`config.mk`:
```
export PLATFORM = sky130hd
export DESIGN_NAME = cmp_range_seq
export DESIGN_NICKNAME = d
export VERILOG_FILES = /design/src/rtl/cmp_range_seq.sv
export SDC_FILE = /design/constraint.sdc
export NUM_CORES = 1
export LEC_CHECK = 0
export ABC_CLOCK_PERIOD_IN_PS = 1450
export CAP_MARGIN = 20
export CORE_ASPECT_RATIO = 0.8
export CORE_MARGIN = 5
export CORE_UTILIZATION = 39
export CTS_CLUSTER_DIAMETER = 120
export CTS_CLUSTER_SIZE = 20
export DETAILED_ROUTE_END_ITERATION = 16
export PLACE_DENSITY_LB_ADDON = 0.15
export SKIP_LAST_GASP = 1
export SLEW_MARGIN = 20
export SYNTH_ARGS = -nofsm -noshare
export SYNTH_HDL_FRONTEND = slang
export SYNTH_SLANG_ARGS = --single-unit
```
`constraint.sdc`:
```
create_clock -name clk -period 1.45 [get_ports clk]
set_input_delay 0.29 -clock clk [delete_from_list [all_inputs] [get_ports clk]]
set_output_delay 0.29 -clock clk [all_outputs]
set_load 0.02 [all_outputs]
```
`src/rtl/cmp_range_seq.sv`:
```
// -----------------------------------------------------------------------------
// cmp_range_seq
//   Sequential range checker that sits directly upstream of the 16-bit cmp
//   block. One cmp instance is time-multiplexed: x is compared against lo
//   first, then against hi. The cmp gt/eq/lt answers are turned into
//   below / above / in_range / at_edge flags.
//
//   Optional feature macro: CMP_RANGE_CHECK_EN
//     defined   : while comparing, a cmp answer that is not exactly one-hot
//                 sets the sticky cmp_err flag. cmp_err stays set until rst_n.
//     undefined : cmp_err is tied to 0 and no check logic is built.
//
// Parameters
//   WIDTH      operand width; must be 16 to match cmp
//   INCLUSIVE  1: in_range means lo <= x <= hi, 0: lo < x < hi
//
// Ports
//   clk, rst_n                     clock (rising edge), async active-low reset
//   in_valid/in_ready              request handshake
//   in_x, in_lo, in_hi, in_sign    request payload (sign=1: signed compare)
//   cmp_a, cmp_b, cmp_sign         registered operands driven into cmp
//   cmp_gt, cmp_eq, cmp_lt         answers from cmp (A vs B)
//   out_valid/out_ready            result handshake, result held until taken
//   below, above, in_range, at_edge  result flags
//   cmp_err                        sticky cmp sanity error
// -----------------------------------------------------------------------------
module cmp_range_seq #(
  parameter int WIDTH     = 16,
  parameter bit INCLUSIVE = 1'b1
) (
  input  logic             clk,
  input  logic             rst_n,
  input  logic             in_valid,
  output logic             in_ready,
  input  logic [WIDTH-1:0] in_x,
  input  logic [WIDTH-1:0] in_lo,
  input  logic [WIDTH-1:0] in_hi,
  input  logic             in_sign,
  output logic [WIDTH-1:0] cmp_a,
  output logic [WIDTH-1:0] cmp_b,
  output logic             cmp_sign,
  input  logic             cmp_gt,
  input  logic             cmp_eq,
  input  logic             cmp_lt,
  output logic             out_valid,
  input  logic             out_ready,
  output logic             below,
  output logic             above,
  output logic             in_range,
  output logic             at_edge,
  output logic             cmp_err
);

  localparam logic [1:0] ST_IDLE   = 2'd0;
  localparam logic [1:0] ST_CMP_LO = 2'd1;
  localparam logic [1:0] ST_CMP_HI = 2'd2;
  localparam logic [1:0] ST_RESULT = 2'd3;

  logic [1:0]       state_r;
  logic [1:0]       state_nxt_s;
  logic             accept_s;

  // cmp_a_r and cmp_sign_r double as the latched x and sign operands; cmp_b_r
  // holds lo during CMP_LO and is reloaded from hi_r for CMP_HI.
  logic [WIDTH-1:0] cmp_a_r;
  logic [WIDTH-1:0] cmp_b_r;
  logic             cmp_sign_r;
  logic [WIDTH-1:0] hi_r;

  logic             lt_lo_r;
  logic             eq_lo_r;

  logic             in_ready_r;
  logic             out_valid_r;
  logic             below_r;
  logic             above_r;
  logic             in_range_r;
  logic             at_edge_r;

  logic             below_nxt_s;
  logic             above_nxt_s;
  logic             in_range_nxt_s;
  logic             at_edge_nxt_s;
  logic             edge_hi_s;

  assign accept_s = in_valid & (state_r == ST_IDLE);

  // Next-state and result-flag computation; flags only change on entry to RESULT
  always_comb begin
    state_nxt_s    = state_r;
    below_nxt_s    = below_r;
    above_nxt_s    = above_r;
    in_range_nxt_s = in_range_r;
    at_edge_nxt_s  = at_edge_r;
    edge_hi_s      = eq_lo_r | cmp_eq;
    case (state_r)
      ST_IDLE: begin
        if (in_valid) begin
          state_nxt_s = ST_CMP_LO;
        end else begin
          state_nxt_s = ST_IDLE;
        end
      end
      ST_CMP_LO: begin
        if (cmp_lt) begin
          // Early exit: x is below lo, hi is never examined.
          state_nxt_s    = ST_RESULT;
          below_nxt_s    = 1'b1;
          above_nxt_s    = 1'b0;
          at_edge_nxt_s  = cmp_eq;
          in_range_nxt_s = 1'b0;
        end else begin
          state_nxt_s = ST_CMP_HI;
        end
      end
      ST_CMP_HI: begin
        state_nxt_s    = ST_RESULT;
        below_nxt_s    = lt_lo_r;
        above_nxt_s    = cmp_gt;
        at_edge_nxt_s  = edge_hi_s;
        in_range_nxt_s = ~lt_lo_r & ~cmp_gt & (INCLUSIVE | ~edge_hi_s);
      end
      ST_RESULT: begin
        if (out_ready) begin
          state_nxt_s = ST_IDLE;
        end else begin
          state_nxt_s = ST_RESULT;
        end
      end
      default: begin
        state_nxt_s = ST_IDLE;
      end
    endcase
  end

  // FSM state plus the handshake outputs, which follow the next state
  always_ff @(posedge clk or negedge rst_n) begin
    if (!rst_n) begin
      state_r     <= ST_IDLE;
      in_ready_r  <= 1'b1;
      out_valid_r <= 1'b0;
    end else begin
      state_r     <= state_nxt_s;
      in_ready_r  <= (state_nxt_s == ST_IDLE);
      out_valid_r <= (state_nxt_s == ST_RESULT);
    end
  end

  // Operand latches and cmp drive registers; they hold outside of a compare
  always_ff @(posedge clk or negedge rst_n) begin
    if (!rst_n) begin
      cmp_a_r    <= {WIDTH{1'b0}};
      cmp_b_r    <= {WIDTH{1'b0}};
      cmp_sign_r <= 1'b0;
      hi_r       <= {WIDTH{1'b0}};
    end else if (accept_s) begin
      cmp_a_r    <= in_x;
      cmp_b_r    <= in_lo;
      cmp_sign_r <= in_sign;
      hi_r       <= in_hi;
    end else if ((state_r == ST_CMP_LO) && !cmp_lt) begin
      cmp_b_r    <= hi_r;
    end
  end

  // Capture the x-vs-lo answer for use when the hi answer arrives
  always_ff @(posedge clk or negedge rst_n) begin
    if (!rst_n) begin
      lt_lo_r <= 1'b0;
      eq_lo_r <= 1'b0;
    end else if (state_r == ST_CMP_LO) begin
      lt_lo_r <= cmp_lt;
      eq_lo_r <= cmp_eq;
    end
  end

  // Result flag registers
  always_ff @(posedge clk or negedge rst_n) begin
    if (!rst_n) begin
      below_r    <= 1'b0;
      above_r    <= 1'b0;
      in_range_r <= 1'b0;
      at_edge_r  <= 1'b0;
    end else begin
      below_r    <= below_nxt_s;
      above_r    <= above_nxt_s;
      in_range_r <= in_range_nxt_s;
      at_edge_r  <= at_edge_nxt_s;
    end
  end

`ifdef CMP_RANGE_CHECK_EN
  logic cmp_err_r;

  // A healthy cmp raises exactly one of gt/eq/lt.
  function automatic logic is_one_hot3(input logic [2:0] v);
    return (v == 3'b001) | (v == 3'b010) | (v == 3'b100);
  endfunction

  // Sticky error: set on any non-one-hot answer while a compare is in flight
  always_ff @(posedge clk or negedge rst_n) begin
    if (!rst_n) begin
      cmp_err_r <= 1'b0;
    end else if (((state_r == ST_CMP_LO) || (state_r == ST_CMP_HI)) &&
                 !is_one_hot3({cmp_gt, cmp_eq, cmp_lt})) begin
      cmp_err_r <= 1'b1;
    end
  end

  assign cmp_err = cmp_err_r;
`else
  assign cmp_err = 1'b0;
`endif

  assign in_ready  = in_ready_r;
  assign out_valid = out_valid_r;
  assign cmp_a     = cmp_a_r;
  assign cmp_b     = cmp_b_r;
  assign cmp_sign  = cmp_sign_r;
  assign below     = below_r;
  assign above     = above_r;
  assign in_range  = in_range_r;
  assign at_edge   = at_edge_r;

endmodule

```
==> results.toml, run 1 <==
[timing]
hold_viol_final = 0
min_period_ns = 1.43
skew_ns = 0.00873
rsz0062_at_grt = "true"
setup_tns_ns = 0
fin_crit_sh = 0.985
slew_violations = 0
setup_viol = 0
clock.fmax_mhz = 700

[setup_path]
cpMaxStageDelayCell = "clkdlybuf4s50_1"
cpLargestDelayFamily = "buffers and inverters"
reg2reg_to = "cmp_a[6]"
crit_chain = "clkdlybuf4s50_1 -> nor3b_4 -> buf_12 -> mux2_2"
criticalPathCategory = "in -> reg"
cp.required_ns = 1.66
cp.arrival_ns = 1.64
crit_path_start = "in_valid"
cp-end-kind = "flip-flop"
cp_max_fo = 36
r2r_slack_ns = 0.04
reg2reg_depth = 3
critPathBufInv = 2
endpoint = "cmp_a[6]"
cpPeakStageDelay_ns = 0.49
worstSetupStartpointType = "input pin"
critical_path_depth = 4
r2r_start = "state_r[1]"

[detailed_routing]
via_count = 1826
wl_per_cell_um = 15.6
route.detailed.drc = 0
detail_route.iter0.violations = 29
first_pass_iters = 4
wl_um = 5910
via_per_inst = 4.83
ant_nets = 0

[floorplan]
die_area_mm2 = 0.00795
die_w_um = 98.5
ioPinCount = 96
rows = 25
coreArea_mm2 = 0.00601
start_util = 0.406
die_y_um = 80.8

[power]
pwr-share-clk = 0.175
cellInternalPower_uw = 4920
comb_power_share = 0.442
p_switching_uw = 2760
p_leak_uw = 0.00166
finalPower_uw = 7680
seqPwrFrac = 0.383
ir_drop_uv = 1030
power_density_mw_per_mm2 = 2060
swShare = 0.359

[clock_tree]
htreeDepth = 3
root_buffer = "clkbuf_8"
cts_sinks = 59
cts_buffer_depth = 2
path_clk_slew_ns = 0.06
cts_setup_buffers = 0
cts_tree = "yes"
cts_buffers = 9
worstSkewPairLatency_ns = 0.33

[synth]
synthXorXnorAreaFrac = 0
synth.area.mux_share = 0.161
synth_seq_area_share = 0.605
ys_top_cells_by_area = "dfrtp_1 59%, mux2_2 15%, a2bb2oi_1 5.4%, o22ai_1 2.8%, a21oi_1 2.1%"
synth_fp_nets = 235
synth-main-ff-cell = "dfrtp_1"
yosysMostFrequentCell = "dfrtp_1"
synth_top_area_share = 0.595
synth_top_family_by_area = "multiplexers"
synth_compound_area_frac = 0.139
async_flop_share = 1.00
synth_edf_count = 0
syn_avg_cell_area_um2 = 13.6
synthSimpleGateAreaFrac = 0.0533
yosysWarnings = 0
synth_commonest_cells = "58 x dfrtp_1, 32 x mux2_2, 15 x a2bb2oi_1, 11 x o22ai_1"
syn_area_mm2 = 0.00244
ys_ff_latch = 59
synthCells = 179
yosys.area.top_type = "dfrtp_1"
synthAdderAreaFrac = 0
synth_cell_types = 31

[outcome]
status = "complete, no violations"

[final_layout]
drive_gt1_frac = 0.246
syn2layout_area_growth_pct = 52.8
fin_area_mm2 = 0.00373
register_area_mm2 = 0.00148
multi_input_area_um2 = 870
diodes = 0
nFillCells = 523
nNetsFinal = 349
instances_no_fill = 378

[grt]
grt_max_degree = 37
grt-ovfl-total = 0
antenna_found_initial = 0
grt_pass1_wl_um = 9870
grt_usage = 0.161
grt_pass1_vias = 2043

[placement]
dp_hpwl_um = 4440
port_buffers = 94
place_congestion = 0.788
post_dp_cell_area_mm2 = 0.00359
dp_cells = 362

[job]
drv_cap = 0

[min_path]
hold_path_class = "in -> async"
-- cells by family (layout without fill, tap and decap cells) --
kind of cell | after synthesis | count (layout)
flip-flops | 59 | 59
AO/OA/AOI/OAI | 47 | 47
multiplexers | 35 | 35
AND/OR/NAND/NOR | 23 | 23
buffers and inverters | 14 | 132
other | 1 | 1
-- worst min path at each step --
stage	slack [ns]	from	endpoint
floorplan	-0.006	rst_n	above
global placement	0.22	rst_n	cmp_a[5]
detailed placement	0.22	rst_n	cmp_a[9]
CTS	0.38	rst_n	cmp_a[9]
global route	0.44	rst_n	cmp_a[5]
finish	0.40	rst_n	cmp_a[9]
-- registers in the layout, summed over array words and instances, names as in the netlist, 2 cells and up --
register  cells
cmp_b        16
hi_r         16
state_r       2
cmp_a        16
-- layout make-up --
cell class,instances,share of cell area
timing repair buffer,114,0.292
multi-input combinational,106,0.233
tap,81,0.0272
inverter,3,0.00302
clock buffer,13,0.0453
sequential,59,0.396
clock inverter,2,0.00268
-- power groups by stage --
stage	combinational (uW)	clock, uW	sequential [uW]
after CTS	3440	1400	2950
after global placement	3760	0	2980
after global routing	3670	1470	3060
after detailed placement	3830	0	2980
after floorplan	1400	0	3600
final	3400	1350	2940
-- stage by stage --
stage                     worst slack [ns]   util  hold WS, ns
final                               0.0215  0.621        0.398
after global routing               -0.0114  0.621        0.442
after CTS                          -0.0197  0.620        0.380
after detailed placement            -0.312  0.597        0.218
after global placement              -0.296  0.597        0.220
after floorplan                     0.0806      -     -0.00559
-- layout by cell type (no fill, tap or decap), types with 2 or more instances in the layout --
master	instances
o22ai_1	11
dlygate4sd2_1	38
o21a_1	2
o21ai_0	2
buf_12	4
inv_1	2
a21boi_0	2
nand2_1	10
dfrtp_1	57
clkbuf_8	12
clkdlybuf4s50_1	54
mux2_2	32
a2bb2oi_1	15
nand3_1	2
a21oi_1	10
buf_4	15
nor2_1	3
nand2b_1	4
mux2_1	2
clkinv_2	2
-- metal layers --
layer	global-route usage	vias to the layer above	wire, um
met4	0.0682	0	118
li1	-	880	-
met5	0	-	0
met1	0.207	865	2710
met3	0.0635	13	457
met2	0.244	68	2620
-- timing repair --
item,in CTS,in global routing
endpoints found under the setup margin,39,35
gates cloned,0,0
gates resized for setup,39,3
hold endpoints to repair,11,0
hold buffers,1,0
Power figures use the tool's default switching activity.
==> inputs of run 2 (changes only) <==
Settings changed: HOLD_SLACK_MARGIN from default to 0.12, SLEW_MARGIN 20 to 25.
==> results of run 2 <==
Same layout as run 1: the final DEF is identical, and so are final timing and power.
==> inputs of run 3 (changes only) <==
Settings changed: CORE_UTILIZATION 39 to 35.
==> run 3 against run 2 <==
Utilization decreased by 4.4 points. Largest power group unchanged. Largest cell class unchanged. Fmax decreased by 1.4%. Combinational power increased by 11%. Wire length increased by 17%.
==> results.toml, run 3 (synthesis gave the netlist of run 1 again) <==
[outcome]
status = "complete, no violations"

[grt]
grt_max_degree = 60
grt-ovfl-total = 0
grt_pass1_vias = 2015
antenna_found_initial = 0
grt_usage = 0.149
grt_pass1_wl_um = 10000

[final_layout]
diodes = 0
utilization = 0.578
syn2layout_area_growth_pct = 61.5
nFillCells = 582
final_common_cell = "dfrtp_1"
layout_common_cells = "57 x dfrtp_1, 54 x clkdlybuf4s50_1, 38 x dlygate4sd2_1, 20 x mux2_4, 18 x buf_4"
drive_gt1_frac = 0.269
nNetsFinal = 359

[clock_tree]
cts_sinks = 59
cts_buffers = 9
htreeDepth = 3
worstSkewPairLatency_ns = 0.33
root_buffer = "clkbuf_8"
cts_tree = "yes"
cts_buffer_depth = 2
path_clk_slew_ns = 0.06

[power]
p_leak_uw = 0.00178
ir_drop_uv = 1080
power_density_mw_per_mm2 = 2040

[floorplan]
start_util = 0.358
die_y_um = 84.7
die_area_mm2 = 0.00875
ioPinCount = 96
die_w_um = 103
rows = 27
coreArea_mm2 = 0.00682

[detailed_routing]
ant_nets = 0
detail_route.iter0.violations = 59
wl_per_cell_um = 17.4
first_pass_iters = 4
wl_um = 6890
via_count = 1948
route.detailed.drc = 0
via_per_inst = 4.93

[setup_path]
cp.arrival_ns = 1.66
cp.required_ns = 1.66
criticalPathCategory = "reg -> reg"
cp_max_fo = 5
worstSetupStartpointType = "flip-flop"
cp-end-kind = "flip-flop"

[placement]
dp_hpwl_um = 4500
place_congestion = 0.772
port_buffers = 94

[timing]
rsz0062_at_grt = "true"
hold_viol_final = 0
clock.fmax_mhz = 690
slew_violations = 0
setup_tns_ns = 0
setup_viol = 0
skew_ns = 0.00578
fin_crit_sh = 0.999
min_period_ns = 1.45

[min_path]
hold_path_class = "in -> async"

[job]
drv_cap = 0
==> run 3: per-stage QoR <==
step                      area, um2  hold slack, ns  total power [uW]  setup slack [ns]  instances
final                          3940           0.489              8050          0.000947        395
after global routing           3940           0.501              8580           -0.0460        395
after CTS                      3710           0.487              7770           -0.0387        384
after detailed placement       3570           0.322              6830            -0.339        367
after global placement         3570           0.322              6750            -0.298        367
after floorplan                2440        -0.00559              5000            0.0806        179
==> run 3: final cells by class <==
class | count | area, um2 | share of cell area
well taps | 87 | 109 | 0.0276
multi-input cells | 106 | 942 | 0.239
inverters | 3 | 11.3 | 0.00286
repair buffers | 124 | 1230 | 0.311
flip-flops and latches | 59 | 1480 | 0.375
clock inverters | 2 | 10.0 | 0.00254
clock buffers | 14 | 163 | 0.0413
==> run 3: path summary, 6_finish.rpt <==
check                      startpoint         to  slack, ns  cells after the start
min                             rst_n  cmp_a[11]       0.49                      3
max                        state_r[0]   cmp_a[1]     0.0009                      4
max in group asynchronous       rst_n   in_ready       0.65                      3
min reg2reg                  cmp_a[0]   cmp_a[0]       0.49                      1
min in group clk             cmp_a[0]   cmp_a[0]       0.49                      1
max reg2reg                state_r[0]   cmp_a[1]     0.0009                      4
==> run 3: layer usage <==
layer  wire, um  GRT usage  part of all wire
met4         88     0.0600             0.013
met5          0          0                 0
met3        538     0.0689             0.078
met2       3040      0.206              0.44
met1       3220      0.201              0.47
==> run 3: timing repair <==
| action | CTS | global route |
|---|---|---|
| setup buffers | 0 | 5 |
| endpoints found under the setup margin | 68 | 41 |
| cloned | 0 | 6 |
| endpoints found under the hold margin | 58 | 0 |
| hold buffers | 1 | 0 |
| pin swaps | 0 | 1 |
| resized for setup | 39 | 27 |
==> run 3: report_power, final <==
group          internal, uW  total [uW]  leakage, uW  switching (uW)
combinational          1960        3760     0.000993            1800
clock                   710        1320    0.0000905             605
sequential             2490        2970     0.000697             477
==> run 3: critical path: stages, from the launching register on <==
cell and delay (ns):
dfrtp_2 0.45, nor3b_4 0.25, buf_6 0.17, clkbuf_16 0.16, mux2_4 0.30
